`config.mk`:
```
export PLATFORM = sky130hd
export DESIGN_NAME = bht_update_ctrl
export DESIGN_NICKNAME = d
export VERILOG_FILES = /design/src/rtl/bht_update_ctrl.sv
export SDC_FILE = /design/constraint.sdc
export NUM_CORES = 1
export LEC_CHECK = 0
export ABC_AREA = 1
export BUFFER_PORTS_ARGS = -buffer_cell sky130_fd_sc_hd__buf_4
export CAP_MARGIN = 25
export CORE_UTILIZATION = 52
export DETAILED_ROUTE_END_ITERATION = 16
export MAX_ROUTING_LAYER = met4
export PLACE_DENSITY_LB_ADDON = 0.05
export SYNTH_ARGS = -nofsm -noshare
export SYNTH_HDL_FRONTEND = slang
export SYNTH_SLANG_ARGS = --single-unit
export TNS_END_PERCENT = 10
```
`constraint.sdc`:
```
create_clock -name clk -period 2.1 [get_ports clk]
set_input_delay 0.525 -clock clk [delete_from_list [all_inputs] [get_ports clk]]
set_output_delay 0.525 -clock clk [all_outputs]
set_load 0.05 [all_outputs]
```
`src/rtl/bht_update_ctrl.sv`:
```
// Branch history table controller: 32-entry init sweep, priority prediction reads and a small
// queue of 2-bit counter updates. Define BHT_CTRL_BYPASS_EN to forward same-cycle write data.
module bht_update_ctrl #(
    parameter int unsigned FIFO_DEPTH = 2,
    parameter logic [1:0]  INIT_VAL   = 2'b01
) (
    input  logic       clk,
    input  logic       arst,
    input  logic       pred_req,
    input  logic [4:0] pred_addr,
    output logic       pred_valid,
    output logic       pred_taken,
    input  logic       upd_valid,
    input  logic [4:0] upd_addr,
    input  logic       upd_taken,
    output logic       upd_ready,
    output logic       init_done,
    output logic       rd_csb,
    output logic [4:0] rd_addr,
    input  logic [1:0] rd_data,
    output logic       wr_csb,
    output logic [4:0] wr_addr,
    output logic [1:0] wr_data
);
    localparam int unsigned PTR_W = $clog2(FIFO_DEPTH);
    localparam logic [PTR_W:0] QDEPTH = (PTR_W + 1)'(FIFO_DEPTH);
    localparam logic [PTR_W:0] CNT_ONE = (PTR_W + 1)'(1);
    localparam logic [PTR_W-1:0] PTR_ONE = PTR_W'(1);

    typedef enum logic [1:0] {StInit, StIdle, StUpdRd, StUpdWr} state_t;

    state_t           state_q;
    logic [4:0]       init_idx_q;
    logic             init_done_q;
    logic             pred_valid_q;
    logic             pred_init_q;
    logic             rd_ok_q;
    logic [4:0]       q_addr [FIFO_DEPTH];
    logic             q_taken [FIFO_DEPTH];
    logic [PTR_W-1:0] head_q;
    logic [PTR_W-1:0] tail_q;
    logic [PTR_W:0]   count_q;
`ifdef BHT_CTRL_BYPASS_EN
    logic             byp_hit_q;
    logic             byp_bit_q;
`endif

    logic       pred_rd;
    logic       upd_rd;
    logic       pop;
    logic       push;
    logic       wr_en;
    logic [1:0] sat_val;

    assign pred_rd = pred_req && (state_q != StInit);
    assign upd_rd  = (state_q == StUpdRd);
    // A prediction that lands in UPD_RD steals the port; the following UPD_WR then skips the
    // write and the FSM retries the same head entry.
    assign pop     = (state_q == StUpdWr) && rd_ok_q;
    assign wr_en   = !arst && ((state_q == StInit) || pop);

    assign upd_ready  = init_done_q && ((count_q != QDEPTH) || pop);
    assign push       = upd_valid && upd_ready;
    assign init_done  = init_done_q;
    assign pred_valid = pred_valid_q;
    assign rd_csb     = !(pred_rd || upd_rd);
    assign wr_csb     = !wr_en;

`ifdef BHT_CTRL_BYPASS_EN
    assign pred_taken = pred_valid_q && !pred_init_q && (byp_hit_q ? byp_bit_q : rd_data[1]);
`else
    assign pred_taken = pred_valid_q && !pred_init_q && rd_data[1];
`endif

    always_comb begin
        sat_val = rd_data;
        if (q_taken[head_q]) begin
            if (rd_data != 2'b11) sat_val = rd_data + 2'b01;
        end else if (rd_data != 2'b00) begin
            sat_val = rd_data - 2'b01;
        end
    end

    always_comb begin
        rd_addr = '0;
        if (pred_rd) rd_addr = pred_addr;
        else if (upd_rd) rd_addr = q_addr[head_q];
    end

    always_comb begin
        wr_addr = '0;
        wr_data = '0;
        if (wr_en) begin
            if (state_q == StInit) begin
                wr_addr = init_idx_q;
                wr_data = INIT_VAL;
            end else begin
                wr_addr = q_addr[head_q];
                wr_data = sat_val;
            end
        end
    end

    always_ff @(posedge clk or posedge arst) begin
        if (arst) begin
            state_q      <= StInit;
            init_idx_q   <= '0;
            init_done_q  <= 1'b0;
            pred_valid_q <= 1'b0;
            pred_init_q  <= 1'b0;
            rd_ok_q      <= 1'b0;
            head_q       <= '0;
            tail_q       <= '0;
            count_q      <= '0;
            for (int i = 0; i < FIFO_DEPTH; i++) begin
                q_addr[i]  <= '0;
                q_taken[i] <= 1'b0;
            end
`ifdef BHT_CTRL_BYPASS_EN
            byp_hit_q    <= 1'b0;
            byp_bit_q    <= 1'b0;
`endif
        end else begin
            pred_valid_q <= pred_req;
            pred_init_q  <= (state_q == StInit);
`ifdef BHT_CTRL_BYPASS_EN
            byp_hit_q    <= pred_rd && wr_en && (wr_addr == pred_addr);
            byp_bit_q    <= wr_data[1];
`endif
            if (push) begin
                q_addr[tail_q]  <= upd_addr;
                q_taken[tail_q] <= upd_taken;
                tail_q          <= tail_q + PTR_ONE;
            end
            if (pop) head_q <= head_q + PTR_ONE;
            if (push && !pop) count_q <= count_q + CNT_ONE;
            else if (pop && !push) count_q <= count_q - CNT_ONE;

            unique case (state_q)
                StInit: begin
                    init_idx_q <= init_idx_q + 5'd1;
                    if (init_idx_q == 5'd31) begin
                        init_done_q <= 1'b1;
                        state_q     <= StIdle;
                    end
                end
                StIdle: if ((count_q != '0) && !pred_req) state_q <= StUpdRd;
                StUpdRd: begin
                    rd_ok_q <= !pred_req;
                    state_q <= StUpdWr;
                end
                StUpdWr: state_q <= StIdle;
                default: state_q <= StInit;
            endcase
        end
    end

endmodule
```
* Word level (Yosys, flattened, before mapping) *
Index checks and enable logic that the tools add are counted.

word-level totals
  flip-flop bits (word level) = 27
  input bits = 17

cells by class
  add/subtract/negate cells = 7
  $lt $le $gt $ge = 3
  eq/ne operators = 8
  mux-type cells = 26
  bitwise gates (word level) = 2
  reductions and logical operators = 28

operators by type and width
  kind                                                                   count
  5-bit two-way mux                                                      8
  2-bit two-way mux                                                      9
  1-bit logical AND                                                      11
  10-bit bitwise mux                                                     1
  2-bit case mux with 4 select lines                                     1
  2-bit nonzero test                                                     4
  1-bit zero test                                                        7
  2-bit != test, second input constant                                   3
  5-bit by 1-bit adder with 5-bit output, second input constant          1
  5-bit demux with 1-bit select                                          1
  5-bit equality test, second input constant                             1
  2-bit by 1-bit adder with 2-bit output, second input constant          2
  2-bit equality test, second input constant                             2
  2-bit >= comparator, second input constant                             2
  1-bit two-way mux                                                      4
  1-bit NOT with 2-bit output                                            2
  2-bit AND reduction                                                    2
  2-bit by 1-bit subtractor with 2-bit output, second input constant     2
  1-bit logical OR                                                       3
  1-bit adder, second input constant                                     2
  2-bit bitwise mux                                                      1
  2-bit by 1-bit equality test with 1-bit output, second input constant  1
  2-bit zero test                                                        1
  2-bit by 1-bit < comparator with 1-bit output, second input constant   1
  2 further kinds                                                        2

* Logic depth before layout (Yosys ltp) *
Gate-level depths: netlist of run 1.

  depth after elaboration = 9
  gate-level depth with buffers = 10

* Worst setup path before layout of run 1 *
OpenSTA, ideal clock, no wires.

  path kind = reg-to-output
  start = reg state_q[0]
  end = out wr_addr[0]
  arrival = 2.125 ns
  setup slack = -0.550 ns
  stages on the path, launching flop included = 7
  path buffers = 0
  cells stage by stage = dfrtp_1 -> inv_1 -> ha_1 -> inv_2 -> a21oi_4 -> nand2_1 -> o21ai_0

between the ends
  longest elaborated chain between the ends = 5
  elaborated cells on any way between the ends = 7
  classes of those cells = 1 x eq/ne; 2 x mux; 4 x reduce/logical

ends and longest elaborated chain
  item                      RTL line  source
  start: declaration        32        state_t state_q;
  start signal: assignment  106       state_q <= StInit;
  start signal: assignment  144       state_q <= StIdle;
  start signal: assignment  147       StIdle: if ((count_q != '0) && !pred_req) state_q <= StUpdRd;
  2-bit equality test       59        assign pop = (state_q == StUpdWr) && rd_ok_q;
  1-bit logical AND         59
  1-bit logical OR          60        assign wr_en = !arst && ((state_q == StInit) || pop);
  1-bit logical AND         60
  5-bit two-way mux *       93        if (wr_en) begin
  end: declaration          22        output logic [4:0] wr_addr,

Every way passes the cells marked *; elsewhere a longest branch is shown, timed or not.

* Worst setup path after layout of run 1 *
  start = reg state_q[1]
  end = out wr_data[1]

between the ends
  longest elaborated chain between the ends = 5
  elaborated cells on any way between the ends = 7
  classes of those cells = 1 x eq/ne; 2 x mux; 4 x reduce/logical

ends and longest elaborated chain
  item                 RTL line  source
  2-bit equality test  59
  1-bit logical AND    59
  1-bit logical OR     60
  1-bit logical AND    60
  2-bit two-way mux *  93
  end: declaration     23        output logic [1:0] wr_data

Marked as above.

==> impl_table.tex, run 1 <==
\begin{tabular}{lr}
\hline
Metric & Value \\
\hline
\multicolumn{2}{l}{\textbf{Status}} \\
\quad Status & complete, but fails checks \\
\quad Violated checks & negative setup slack \\
\multicolumn{2}{l}{\textbf{Place}} \\
\quad Placed cell areas & 1760 µm² \\
\quad Placed cell count & 235 \\
\quad Final weighted congestion of routability-driven global placement & 0.839 \\
\quad Dpl hpwl & 2.43 mm \\
\quad Quantity of I/O buffers inserted on ports & 34 \\
\multicolumn{2}{l}{\textbf{Critical path}} \\
\quad Worst path cell trace & inv\_2 > ha\_4 > inv\_4 > a21oi\_4 > nand2\_2 > nor2\_1 > buf\_6 \\
\quad Worst Path Class, Setup & reg2out \\
\quad Number of buffers and inverters on the critical path & 3 \\
\quad Crit path required time & 1.57 ns \\
\quad Worst Path Max Fanout & 5 \\
\quad Crit end category & primary output \\
\quad Kind of cell with the highest combined delay on the critical path & flip-flops \\
\quad Launching element type of the critical path & flop \\
\quad Crit path largest cell delay & 0.44 ns \\
\quad Endpoint arrival time on the critical path & 1.73 ns \\
\quad Master of the slowest instance on the critical path & sky130\_fd\_sc\_hd\_\_dfrtp\_1 \\
\multicolumn{2}{l}{\textbf{Clock network}} \\
\quad CTS H-tree depth & 1 \\
\quad Clock tree sinks & 27 \\
\quad Root buffer cell & sky130\_fd\_sc\_hd\_\_clkbuf\_4 \\
\quad CTS tree & yes \\
\quad Number of CTS-inserted buffers & 3 \\
\quad Clock latency reported for the late side of the worst-skew pair & 0.32 ns \\
\quad Clock-pin slew on the worst setup and hold paths & 0.15 ns \\
\quad CTS max path bufs & 2 \\
\multicolumn{2}{l}{\textbf{STA}} \\
\quad Rel. slew slack & 0.747 \\
\quad Final Skew & 0.00340 ns \\
\quad Minimum period implied by the final worst setup slack & 2.26 ns \\
\quad Count of final hold-check violations & 0 \\
\quad Tcrit/Tclk final & 1.07 \\
\quad Slew of the pin with the lowest slew margin & 0.369 ns \\
\quad Accumulated negative setup slack & -1.27 ns \\
\quad Unrepaired setup endpoints after global routing & true \\
\quad Fmax & 443 MHz \\
\quad Final Slew Violations & 0 \\
\quad Post-layout worst setup margin & -0.157 ns \\
\quad Total of endpoints with negative setup slack in the final report & 12 \\
\multicolumn{2}{l}{\textbf{Cells and area}} \\
\quad Filler cell count & 211 \\
\quad Final cell count without fillers & 241 \\
\quad Fraction of layout cells with a size suffix above 1 & 0.308 \\
\quad Area used by multi-input combinational logic & 738 µm² \\
\quad Total area of sequential cells & 677 µm² \\
\quad Most used cells in the layout excluding fill and tap cells & sky130\_fd\_sc\_hd\_\_nand2\_1 (60), sky130\_fd\_sc\_hd\_\_buf\_4 (27), sky130\_fd\_sc\_hd\_\_dfrtp\_1 (26) \\
\quad Post-layout nets & 236 \\
\quad \# diodes & 0 \\
\quad Growth of design area from synthesis to finish & 29.8\% \\
\quad Most common library cell in the layout ignoring fill and taps & sky130\_fd\_sc\_hd\_\_nand2\_1 \\
\quad Post-Layout Inst Area & 1890 µm² \\
\multicolumn{2}{l}{\textbf{Yosys}} \\
\quad Count of synthesis-stage warnings from yosys & 0 \\
\quad Post-synthesis cell count & 170 \\
\quad Share of synthesized area occupied by flip-flops and latches & 0.463 \\
\quad Mapped cell area & 1460 µm² \\
\quad Flip-flop and latch count after synthesis & 27 \\
\quad Average cell area after synthesis & 8.58 µm² \\
\quad Post-synthesis net count & 194 \\
\quad Number of unique standard cell types used by synthesis & 22 \\
\multicolumn{2}{l}{\textbf{Global route}} \\
\quad Wire length of the first global-routing pass & 5.00 mm \\
\quad Antenna violations before repair & 0 \\
\quad Overall track demand over capacity in global routing & 0.246 \\
\quad Largest net degree at the start of global routing & 28 \\
\quad Sum of overflow across all layers after global routing & 0 \\
\quad Number of global-route vias before repair & 1140 \\
\multicolumn{2}{l}{\textbf{Route}} \\
\quad Drt first pass iters & 4 \\
\quad Remaining number of nets flagged by the antenna check after routing & 0 \\
\quad DRT iter0 DRCs & 23 \\
\quad Total number of vias & 1281 \\
\quad Average routed wire per standard cell & 13.7 µm \\
\quad Total wire length after detailed routing & 3.30 mm \\
\quad Drt drc & 0 \\
\quad Per-cell via count in the routed design & 5.32 \\
\multicolumn{2}{l}{\textbf{Min path}} \\
\quad Hold crit path type & in2async \\
\multicolumn{2}{l}{\textbf{Pwr}} \\
\quad Leakage component of the power & 0.965 nW \\
\quad Pwr dens & 1170 nW/µm² \\
\quad Highest ir drop seen on vdd & 1.02 mV \\
\multicolumn{2}{l}{\textbf{Floorplanning}} \\
\quad Effective utilization at floorplan & 0.568 \\
\quad Area of the core & 2570 µm² \\
\quad Chip height & 55.0 µm \\
\quad Horizontal extent of the die & 55.0 µm \\
\quad Die ar. & 3020 µm² \\
\quad Ports & 35 \\
\quad Standard-cell row count & 18 \\
\multicolumn{2}{l}{\textbf{Job}} \\
\quad Max-capacitance violation count & 0 \\
\hline
\end{tabular}
==> cell usage after synthesis <==
master,number,area (µm²)
sky130_fd_sc_hd__nand4_1,3,18.8
sky130_fd_sc_hd__nor2_1,5,18.8
sky130_fd_sc_hd__xor2_1,4,35.0
sky130_fd_sc_hd__xnor2_1,2,17.5
sky130_fd_sc_hd__inv_1,16,60.1
sky130_fd_sc_hd__mux2i_1,5,50.1
sky130_fd_sc_hd__nand3_1,3,15.0
sky130_fd_sc_hd__a31oi_1,1,6.26
sky130_fd_sc_hd__nand2_4,1,11.3
sky130_fd_sc_hd__inv_2,2,7.51
sky130_fd_sc_hd__o211ai_1,1,7.51
sky130_fd_sc_hd__dfrtp_1,27,676
sky130_fd_sc_hd__nand3b_1,1,7.51
sky130_fd_sc_hd__buf_4,1,7.51
sky130_fd_sc_hd__a21oi_4,1,16.3
sky130_fd_sc_hd__nand3_4,2,35.0
sky130_fd_sc_hd__nor2_4,2,22.5
sky130_fd_sc_hd__ha_1,7,87.6
sky130_fd_sc_hd__o21ai_0,17,85.1
sky130_fd_sc_hd__buf_6,1,11.3
sky130_fd_sc_hd__a21oi_1,6,30.0
sky130_fd_sc_hd__nand2_1,62,233
==> worst paths after layout <==
kind	to	depth (start not counted)	slack [ns]	startpoint
max	wr_data[1]	7	-0.16	state_q[1]
min	init_idx_q[3]	3	0.30	arst
max reg2reg	count_q[1]	10	0.16	state_q[1]
min reg2reg	q_addr[8]	2	0.50	q_addr[8]
max in group asynchronous	head_q	3	1.53	arst
min in group clk	pred_valid	1	0.33	pred_req
==> kinds of logic (layout without fill, tap and decap cells) <==
| logic type | count (synthesis) | in the layout | synth area share |
|---|---|---|---|
| adder cells (fa/ha/maj) | 7 | 7 | 0.0600 |
| flip-flops | 27 | 27 | 0.463 |
| buffers and inverters | 20 | 61 | 0.0592 |
| AO/OA/AOI/OAI | 26 | 26 | 0.0995 |
| XOR/XNOR | 6 | 6 | 0.0360 |
| AND/OR/NAND/NOR | 79 | 79 | 0.248 |
| multiplexers | 5 | 5 | 0.0343 |
==> what timing repair did <==
item	CTS	global route
endpoints found under the setup margin	14	15
setup buffers	2	0
gates resized for setup	14	14
pin swaps	8	3
hold buffers	0	0
==> state kept, by name, indices dropped and copies added, names as in the netlist <==
name / count
count_q: 2
head_q: 1
init_done: 1
init_idx_q: 5
pred_init_q: 1
pred_valid: 1
q_addr: 10
q_taken: 2
rd_ok_q: 1
state_q: 2
tail_q: 1
==> worst register-to-register path: cells and delay by family (launching register included) <==
family / cells / cell delay [ns]
adder cells (fa/ha/maj): 2 / 0.52
buffers and inverters: 2 / 0.21
flip-flops: 1 / 0.44
AND/OR/NAND/NOR: 3 / 0.29
AO/OA/AOI/OAI: 2 / 0.23
XOR/XNOR: 1 / 0.16
==> layer usage <==
layer / global-route usage / share of wire / vias up
li1: - / - / 627
met1: 0.320 / 0.46 / 616
met2: 0.404 / 0.49 / 34
met3: 0.0246 / 0.034 / 4
met4: 0.0792 / 0.012 / 0
met5: - / 0 / -
==> power by group <==
group / switching (mW) / internal [mW] / total [mW]
combinational: 0.719 / 0.445 / 1.16
sequential: 0.154 / 0.656 / 0.811
clock: 0.160 / 0.0728 / 0.232
total: 1.03 / 1.17 / 2.21
==> cell type report <==
class                           instances  share of cell area
Tap cell                               30              0.0198
Inverter                               18              0.0390
Multi-Input combinational cell        123               0.390
Clock buffer                            3              0.0119
Sequential cell                        27               0.357
Timing Repair Buffer                   39               0.178
Clock inverter                          1             0.00396
==> stage by stage <==
| step | setup slack (ns) | hold WS, ns | total power, mW | util |
|---|---|---|---|---|
| floorplan | -0.205 | 0.430 | 1.58 | - |
| global placement | 0.218 | 0.464 | 1.80 | 0.687 |
| detailed placement | 0.132 | 0.464 | 1.84 | 0.687 |
| CTS | -0.121 | 0.302 | 2.16 | 0.721 |
| global route | -0.219 | 0.310 | 2.36 | 0.738 |
| finish | -0.157 | 0.300 | 2.21 | 0.738 |
Power figures use the tool's default switching activity.
==> run 2: changes to the inputs <==
Settings changed: ABC_AREA 1 to unset.
==> impl_table.tex, run 2 <==
\begin{tabular}{lr}
\hline
Metric & Value \\
\hline
\multicolumn{2}{l}{\textbf{Clock network}} \\
\quad CTS max path bufs & 2 (unchanged) \\
\quad Clock-pin slew on the worst setup and hold paths & 0.15 ns (about the same) \\
\quad Number of CTS-inserted buffers & 3 (unchanged) \\
\quad CTS tree & yes (unchanged) \\
\quad CTS H-tree depth & 1 (unchanged) \\
\quad Hold Buf Count CTS & 0 (unchanged) \\
\quad Clock latency reported for the late side of the worst-skew pair & 0.33 ns (was 0.32 ns) \\
\quad Root buffer cell & sky130\_fd\_sc\_hd\_\_clkbuf\_4 (unchanged) \\
\quad Clock tree sinks & 27 (unchanged) \\
\multicolumn{2}{l}{\textbf{Place}} \\
\quad Placed cell count & 193 (was 235) \\
\quad Worst-case setup slack after placement & 0.0104 ns (was 0.132 ns) \\
\quad Dpl hpwl & 2.24 mm (was 2.43 mm) \\
\quad Quantity of I/O buffers inserted on ports & 34 (unchanged) \\
\quad Final weighted congestion of routability-driven global placement & 0.810 (was 0.839) \\
\quad Placed cell areas & 1810 µm² (was 1760 µm²) \\
\multicolumn{2}{l}{\textbf{Cells and area}} \\
\quad Post-Layout Inst Area & 2040 µm² (was 1890 µm²) \\
\quad Most common library cell in the layout ignoring fill and taps & sky130\_fd\_sc\_hd\_\_buf\_4 (was sky130\_fd\_sc\_hd\_\_nand2\_1) \\
\quad Filler cell count & 136 (was 211) \\
\quad Area used by multi-input combinational logic & 833 µm² (was 738 µm²) \\
\quad \# diodes & 0 (unchanged) \\
\quad Growth of design area from synthesis to finish & 46.5\% (was 29.8\%) \\
\quad Total area of sequential cells & 677 µm² (unchanged) \\
\quad Largest Register & q\_addr (unchanged) \\
\quad Post-layout nets & 198 (was 236) \\
\quad Final cell count without fillers & 203 (was 241) \\
\quad Most used cells in the layout excluding fill and tap cells & sky130\_fd\_sc\_hd\_\_buf\_4 (29), sky130\_fd\_sc\_hd\_\_dfrtp\_1 (26), sky130\_fd\_sc\_hd\_\_buf\_6 (20) (was sky130\_fd\_sc\_hd\_\_nand2\_1 (60), sky130\_fd\_sc\_hd\_\_buf\_4 (27), sky130\_fd\_sc\_hd\_\_dfrtp\_1 (26)) \\
\quad Core Util, Final & 0.817 (was 0.738) \\
\quad Regs by FF count & q\_addr (10), init\_idx\_q (5) (unchanged) \\
\quad Fraction of layout cells with a size suffix above 1 & 0.561 (was 0.308) \\
\quad Number of flip-flops in the largest register & 10 (unchanged) \\
\multicolumn{2}{l}{\textbf{Yosys}} \\
\quad Most used standard cell by instance count after synthesis & sky130\_fd\_sc\_hd\_\_dfrtp\_1 (was sky130\_fd\_sc\_hd\_\_nand2\_1) \\
\quad Post-synthesis net count & 146 (was 194) \\
\quad Portion of synthesized cell area occupied by the leading cell type & 0.484 (was 0.463) \\
\quad Most common flop cell mapped by yosys & sky130\_fd\_sc\_hd\_\_dfrtp\_1 (unchanged) \\
\quad Number of unique standard cell types used by synthesis & 30 (was 22) \\
\quad Count of synthesis-stage warnings from yosys & 0 (unchanged) \\
\quad Average cell area after synthesis & 11.4 µm² (was 8.58 µm²) \\
\quad Commonest cells in the netlist & sky130\_fd\_sc\_hd\_\_dfrtp\_1 (27), sky130\_fd\_sc\_hd\_\_mux2\_2 (15), sky130\_fd\_sc\_hd\_\_nand2\_1 (9), sky130\_fd\_sc\_hd\_\_ha\_1 (7), sky130\_fd\_sc\_hd\_\_o21ai\_0 (7) (was sky130\_fd\_sc\_hd\_\_nand2\_1 (62), sky130\_fd\_sc\_hd\_\_dfrtp\_1 (27), sky130\_fd\_sc\_hd\_\_o21ai\_0 (17), sky130\_fd\_sc\_hd\_\_inv\_1 (16), sky130\_fd\_sc\_hd\_\_ha\_1 (7)) \\
\quad Flip-flop and latch count after synthesis & 27 (unchanged) \\
\quad Share of synthesized area occupied by flip-flops and latches & 0.484 (was 0.463) \\
\quad Count of flip-flops with a built-in enable after synthesis & 0 (unchanged) \\
\quad Most area-consuming cells after synthesis & sky130\_fd\_sc\_hd\_\_dfrtp\_1 (48\%), sky130\_fd\_sc\_hd\_\_mux2\_2 (12\%), sky130\_fd\_sc\_hd\_\_ha\_1 (6.3\%) (was sky130\_fd\_sc\_hd\_\_dfrtp\_1 (46\%), sky130\_fd\_sc\_hd\_\_nand2\_1 (16\%), sky130\_fd\_sc\_hd\_\_ha\_1 (6.0\%)) \\
\quad Async set-or-reset flop fraction in the synthesized netlist & 1.00 (unchanged) \\
\quad Cell type contributing the most total cell area after synthesis & sky130\_fd\_sc\_hd\_\_dfrtp\_1 (unchanged) \\
\quad Mapped cell area & 1400 µm² (was 1460 µm²) \\
\quad Post-synthesis cell count & 122 (was 170) \\
\multicolumn{2}{l}{\textbf{Critical path}} \\
\quad Launching element type of the critical path & flop (unchanged) \\
\quad Capture point of the worst reg-to-reg path & count\_q[1] (unchanged) \\
\quad Worst R2R Path Depth & 10 (unchanged) \\
\quad Worst Path Max Fanout & 4 (was 5) \\
\quad Reg2reg start & state\_q[0] (was state\_q[1]) \\
\quad Worst Path Class, Setup & reg2out (unchanged) \\
\quad Endpoint arrival time on the critical path & 1.75 ns (was 1.73 ns) \\
\quad Crit path required time & 1.57 ns (about the same) \\
\quad Launching instance or port of the critical path & state\_q[0] (was state\_q[1]) \\
\quad Internal reg-to-reg setup slack & 0.22 ns (was 0.16 ns) \\
\quad Crit end category & primary output (unchanged) \\
\multicolumn{2}{l}{\textbf{Pwr}} \\
\quad Highest ir drop seen on vdd & 0.997 mV (was 1.02 mV) \\
\quad Pwr dens & 1050 nW/µm² (was 1170 nW/µm²) \\
\quad Leakage component of the power & 0.966 nW (was 0.965 nW) \\
\multicolumn{2}{l}{\textbf{STA}} \\
\quad Slew of the pin with the lowest slew margin & 0.421 ns (was 0.369 ns) \\
\quad Total of endpoints with negative setup slack in the final report & 13 (was 12) \\
\quad Rel. slew slack & 0.711 (was 0.747) \\
\quad Final Skew & 0.00650 ns (was 0.00340 ns) \\
\quad Accumulated negative setup slack & -1.18 ns (was -1.27 ns) \\
\quad Final Slew Violations & 0 (unchanged) \\
\quad Unrepaired setup endpoints after global routing & true (unchanged) \\
\quad Minimum period implied by the final worst setup slack & 2.27 ns (was 2.26 ns) \\
\quad Post-layout worst setup margin & -0.171 ns (was -0.157 ns) \\
\quad Count of final hold-check violations & 0 (unchanged) \\
\quad Tcrit/Tclk final & 1.08 (was 1.07) \\
\quad Fmax & 440 MHz (was 443 MHz) \\
\multicolumn{2}{l}{\textbf{Floorplanning}} \\
\quad Standard-cell row count & 18 (unchanged) \\
\quad Die ar. & 2890 µm² (was 3020 µm²) \\
\quad Area of the core & 2500 µm² (was 2570 µm²) \\
\quad Ports & 35 (unchanged) \\
\quad Chip height & 53.8 µm (was 55.0 µm) \\
\quad Horizontal extent of the die & 53.8 µm (was 55.0 µm) \\
\quad Effective utilization at floorplan & 0.558 (was 0.568) \\
\multicolumn{2}{l}{\textbf{Route}} \\
\quad Total wire length after detailed routing & 3.06 mm (was 3.30 mm) \\
\quad Total number of vias & 1108 (was 1281) \\
\quad Drt first pass iters & 4 (unchanged) \\
\quad Remaining number of nets flagged by the antenna check after routing & 0 (unchanged) \\
\quad Per-cell via count in the routed design & 5.46 (was 5.32) \\
\quad Average routed wire per standard cell & 15.1 µm (was 13.7 µm) \\
\quad DRT iter0 DRCs & 9 (was 23) \\
\quad Drt drc & 0 (unchanged) \\
\multicolumn{2}{l}{\textbf{Global route}} \\
\quad Overall track demand over capacity in global routing & 0.239 (was 0.246) \\
\quad Wire length of the first global-routing pass & 4.49 mm (was 5.00 mm) \\
\quad Fraction of met1 tracks used by global routing & 0.273 (was 0.320) \\
\quad Met2 Resource Use GR & 0.405 (was 0.404) \\
\quad Met3 routing resource usage after global routing & 0.0367 (was 0.0246) \\
\quad Layer with the highest usage after global routing & met2 (unchanged) \\
\quad Largest net degree at the start of global routing & 28 (unchanged) \\
\quad Number of global-route vias before repair & 949 (was 1140) \\
\quad Sum of overflow across all layers after global routing & 0 (unchanged) \\
\quad Antenna violations before repair & 0 (unchanged) \\
\multicolumn{2}{l}{\textbf{Min path}} \\
\quad Hold crit path type & in2async (unchanged) \\
\multicolumn{2}{l}{\textbf{Status}} \\
\quad Status & complete, but fails checks (unchanged) \\
\quad Violated checks & negative setup slack (unchanged) \\
\multicolumn{2}{l}{\textbf{Job}} \\
\quad Max-capacitance violation count & 0 (unchanged) \\
\hline
\end{tabular}
## run 2: logic make-up (layout without fill, tap and decap cells)
logic type / count (synthesis) / in the layout / synth area share
adder cells (fa/ha/maj): 9 / 9 / 0.0771
AO/OA/AOI/OAI: 22 / 22 / 0.105
multiplexers: 21 / 21 / 0.164
XOR/XNOR: 8 / 8 / 0.0502
buffers and inverters: 8 / 59 / 0.0242
AND/OR/NAND/NOR: 27 / 27 / 0.0951
flip-flops: 27 / 27 / 0.484
## run 2: per-stage QoR
step | hold slack, ns | power [mW]
2_1_floorplan | 0.455 | 1.39
3_3_place_gp | 0.473 | 1.64
3_5_place_dp | 0.475 | 1.68
4_1_cts | 0.259 | 2.10
5_1_grt | 0.290 | 2.28
6_report | 0.267 | 2.15
## run 2: worst max-delay path by stage
stage / cells after the start / to
4_1_cts: 6 / wr_addr[1]
3_3_place_gp: 6 / wr_addr[2]
3_5_place_dp: 6 / wr_addr[2]
2_1_floorplan: 5 / wr_addr[2]
5_1_grt: 6 / wr_addr[1]
6_report: 6 / wr_addr[1]
## run 2: repair_timing
| action | 4_1_cts | 5_1_grt |
|---|---|---|
| setup endpoints to repair | 15 | 15 |
| gates resized for setup | 27 | 16 |
| pin swaps | 8 | 7 |
| setup buffers | 5 | 1 |
## run 2: where the power goes
group	switching, mW	internal (mW)
sequential	0.129	0.639
clock	0.162	0.0731
combinational	0.608	0.538
total	0.899	1.25
## run 2: layout make-up
type | instances | area share
clock buffers | 3 | 0.0110
clock inverters | 1 | 0.00367
well taps | 30 | 0.0184
multi-input cells | 87 | 0.408
repair buffers | 49 | 0.217
inverters | 6 | 0.0110
flip-flops and latches | 27 | 0.331
## run 2: critical path, cell delays in order (launching register included)
cell	delay (ns)
sky130_fd_sc_hd__dfrtp_1	0.40
sky130_fd_sc_hd__buf_6	0.12
sky130_fd_sc_hd__ha_4	0.13
sky130_fd_sc_hd__nand2_4	0.05
sky130_fd_sc_hd__or3_4	0.38
sky130_fd_sc_hd__a21oi_4	0.16
sky130_fd_sc_hd__buf_6	0.17
## run 2: per-layer routing
metal,part of all wire,vias up,wire length [µm]
met3,0.035,4,108
li1,-,522,-
met1,0.43,553,1310
met4,0.016,0,48
met5,0,-,0
met2,0.52,29,1590
==> run 3: changes to the inputs <==
Settings changed: CTS_BUF_LIST set to sky130_fd_sc_hd__clkbuf_8 sky130_fd_sc_hd__clkbuf_16.
==> impl_table.tex, run 3 (synthesis gave the netlist of run 2 again) <==
\begin{tabular}{lr}
\hline
Metric & Value \\
\hline
\multicolumn{2}{l}{\textbf{Cells and area}} \\
\quad Most common library cell in the layout ignoring fill and taps & sky130\_fd\_sc\_hd\_\_buf\_4 (unchanged) \\
\quad Number of flip-flops in the largest register & 10 (unchanged) \\
\quad Post-layout nets & 198 (unchanged) \\
\quad Fraction of layout cells with a size suffix above 1 & 0.543 (was 0.561) \\
\quad Post-Layout Inst Area & 2050 µm² (was 2040 µm²) \\
\quad \# diodes & 0 (unchanged) \\
\quad Growth of design area from synthesis to finish & 46.7\% (was 46.5\%) \\
\quad Largest Register & q\_addr (unchanged) \\
\quad Filler cell count & 145 (was 136) \\
\quad Most used cells in the layout excluding fill and tap cells & sky130\_fd\_sc\_hd\_\_buf\_4 (31), sky130\_fd\_sc\_hd\_\_dfrtp\_1 (26), sky130\_fd\_sc\_hd\_\_buf\_6 (18) (was sky130\_fd\_sc\_hd\_\_buf\_4 (29), sky130\_fd\_sc\_hd\_\_dfrtp\_1 (26), sky130\_fd\_sc\_hd\_\_buf\_6 (20)) \\
\quad Core Util, Final & 0.819 (was 0.817) \\
\quad Regs by FF count & q\_addr (10), init\_idx\_q (5) (unchanged) \\
\multicolumn{2}{l}{\textbf{Place}} \\
\quad Placed cell areas & 1810 µm² (unchanged) \\
\quad Dpl hpwl & 2.24 mm (unchanged) \\
\quad Worst-case setup slack after placement & 0.0104 ns (unchanged) \\
\quad Quantity of I/O buffers inserted on ports & 34 (unchanged) \\
\quad Final weighted congestion of routability-driven global placement & 0.810 (unchanged) \\
\multicolumn{2}{l}{\textbf{Critical path}} \\
\quad Master of the slowest instance on the critical path & sky130\_fd\_sc\_hd\_\_dfrtp\_1 (unchanged) \\
\quad Worst Path Max Fanout & 4 (unchanged) \\
\quad Cell mode on critical path & sky130\_fd\_sc\_hd\_\_buf\_6 (unchanged) \\
\quad Crit path required time & 1.57 ns (about the same) \\
\quad Launching element type of the critical path & flop (unchanged) \\
\quad Endpoint arrival time on the critical path & 1.72 ns (was 1.75 ns) \\
\quad Crit end category & primary output (unchanged) \\
\quad Worst path cell trace & buf\_6 > ha\_4 > nand2\_4 > or3\_4 > a21oi\_4 > buf\_6 (unchanged) \\
\quad Worst Path Class, Setup & reg2out (unchanged) \\
\quad Crit path largest cell delay & 0.42 ns (was 0.40 ns) \\
\multicolumn{2}{l}{\textbf{Clock network}} \\
\quad Root buffer cell & sky130\_fd\_sc\_hd\_\_clkbuf\_8 (was sky130\_fd\_sc\_hd\_\_clkbuf\_4) \\
\quad CTS H-tree depth & 1 (unchanged) \\
\quad CTS max path bufs & 2 (unchanged) \\
\quad Clock latency reported for the late side of the worst-skew pair & 0.27 ns (was 0.33 ns) \\
\quad Number of CTS-inserted buffers & 3 (unchanged) \\
\quad Clock-pin slew on the worst setup and hold paths & 0.10 ns (was 0.15 ns) \\
\quad Hold Buf Count CTS & 0 (unchanged) \\
\quad Clock tree sinks & 27 (unchanged) \\
\quad CTS tree & yes (unchanged) \\
\multicolumn{2}{l}{\textbf{Route}} \\
\quad DRT iter0 DRCs & 1 (was 9) \\
\quad Total wire length after detailed routing & 3.14 mm (was 3.06 mm) \\
\quad Drt first pass iters & 3 (was 4) \\
\quad Total number of vias & 1082 (was 1108) \\
\quad Drt drc & 0 (unchanged) \\
\quad Per-cell via count in the routed design & 5.33 (was 5.46) \\
\quad Average routed wire per standard cell & 15.5 µm (was 15.1 µm) \\
\quad Remaining number of nets flagged by the antenna check after routing & 0 (unchanged) \\
\multicolumn{2}{l}{\textbf{Floorplanning}} \\
\quad Area of the core & 2500 µm² (unchanged) \\
\quad Horizontal extent of the die & 53.8 µm (unchanged) \\
\quad Ports & 35 (unchanged) \\
\quad Chip height & 53.8 µm (unchanged) \\
\quad Standard-cell row count & 18 (unchanged) \\
\quad Die ar. & 2890 µm² (unchanged) \\
\quad Effective utilization at floorplan & 0.558 (unchanged) \\
\multicolumn{2}{l}{\textbf{Pwr}} \\
\quad Highest ir drop seen on vdd & 1.10 mV (was 0.997 mV) \\
\quad Internal power & 1.31 mW (was 1.25 mW) \\
\quad Net switching power of the design & 910 µW (was 899 µW) \\
\quad Sw Share & 0.410 (was 0.418) \\
\quad Combinational share of power & 0.514 (was 0.533) \\
\quad Clk pwr share & 0.136 (was 0.109) \\
\quad Sequential fraction of design power & 0.350 (was 0.357) \\
\quad Pwr dens & 1080 nW/µm² (was 1050 nW/µm²) \\
\quad Leakage component of the power & 0.971 nW (was 0.966 nW) \\
\multicolumn{2}{l}{\textbf{STA}} \\
\quad Minimum period implied by the final worst setup slack & 2.24 ns (was 2.27 ns) \\
\quad Unrepaired setup endpoints after global routing & true (unchanged) \\
\quad Final Slew Violations & 0 (unchanged) \\
\quad Rel. slew slack & 0.727 (was 0.711) \\
\quad Tcrit/Tclk final & 1.07 (was 1.08) \\
\quad Hold slack final & 0.342 ns (was 0.267 ns) \\
\quad Count of final hold-check violations & 0 (unchanged) \\
\quad Final Skew & 0.00185 ns (was 0.00650 ns) \\
\quad Slew of the pin with the lowest slew margin & 0.399 ns (was 0.421 ns) \\
\quad Post-layout worst setup margin & -0.144 ns (was -0.171 ns) \\
\quad Total of endpoints with negative setup slack in the final report & 13 (unchanged) \\
\quad Fmax & 446 MHz (was 440 MHz) \\
\multicolumn{2}{l}{\textbf{Global route}} \\
\quad Sum of overflow across all layers after global routing & 0 (unchanged) \\
\quad Largest net degree at the start of global routing & 28 (unchanged) \\
\quad Antenna violations before repair & 0 (unchanged) \\
\quad Wire length of the first global-routing pass & 4.42 mm (was 4.49 mm) \\
\quad Number of global-route vias before repair & 942 (was 949) \\
\quad Overall track demand over capacity in global routing & 0.229 (was 0.239) \\
\multicolumn{2}{l}{\textbf{Min path}} \\
\quad Hold crit path type & in2async (unchanged) \\
\multicolumn{2}{l}{\textbf{Status}} \\
\quad Status & complete, but fails checks (unchanged) \\
\quad Violated checks & negative setup slack (unchanged) \\
\multicolumn{2}{l}{\textbf{Job}} \\
\quad Max-capacitance violation count & 0 (unchanged) \\
\hline
\end{tabular}
[run 3: cell counts in the layout (fill, tap and decap cells not counted)]
No cell type changed its count.
[run 3: per-stage QoR]
stage	setup TNS, ns	total power, mW	instances
after detailed placement	0	1.68	193
final	-0.748	2.22	203
after floorplan	-2.36	1.39	122
after global routing	-1.33	2.34	203
after global placement	0	1.64	193
after CTS	-0.451	2.15	202
[run 3: path summary, 6_finish.rpt]
check                      startpoint  cells after the start       endpoint  slack [ns]
max                        state_q[1]                      6     wr_addr[1]       -0.14
min                              arst                      3  init_idx_q[3]        0.34
max reg2reg                state_q[1]                     10     count_q[1]        0.18
min reg2reg                count_q[1]                      1     count_q[1]        0.49
max in group asynchronous        arst                      3         head_q        1.48
min in group clk             pred_req                      1     pred_valid        0.39
[run 3: per-layer routing]
metal	part of all wire	GRT usage
met5	0	-
met4	0.0032	0.0658
met3	0.034	0.0282
met2	0.52	0.399
met1	0.44	0.275
[run 3: worst max-delay path, delay by kind of cell (launching register included)]
kind,cells,cell delay (ns)
AO/OA/AOI/OAI,1,0.16
adder cells (fa/ha/maj),1,0.13
buffers and inverters,2,0.30
flip-flops,1,0.42
AND/OR/NAND/NOR,2,0.44
[run 3: layout make-up]
type                       instances  area [µm²]  area share
clock inverter                     1        7.51     0.00367
timing repair buffer              49         435       0.213
multi-input combinational         87         826       0.403
sequential                        27         677       0.331
inverter                           6        22.5      0.0110
tap                               30        37.5      0.0183
clock buffer                       3        41.3      0.0202
[run 3: power groups by stage]
stage	Clock, mW	Sequential (mW)	Combinational [mW]
2_1_floorplan	0	0.731	0.663
3_3_place_gp	0	0.760	0.876
3_5_place_dp	0	0.769	0.913
4_1_cts	0.304	0.767	1.08
5_1_grt	0.325	0.791	1.22
6_report	0.301	0.776	1.14
[run 3: what timing repair did]
item / in CTS / in global routing
resized for setup: 24 / 15
setup buffers: 5 / 1
setup endpoints to repair: 14 / 14
pin swaps: 7 / 5
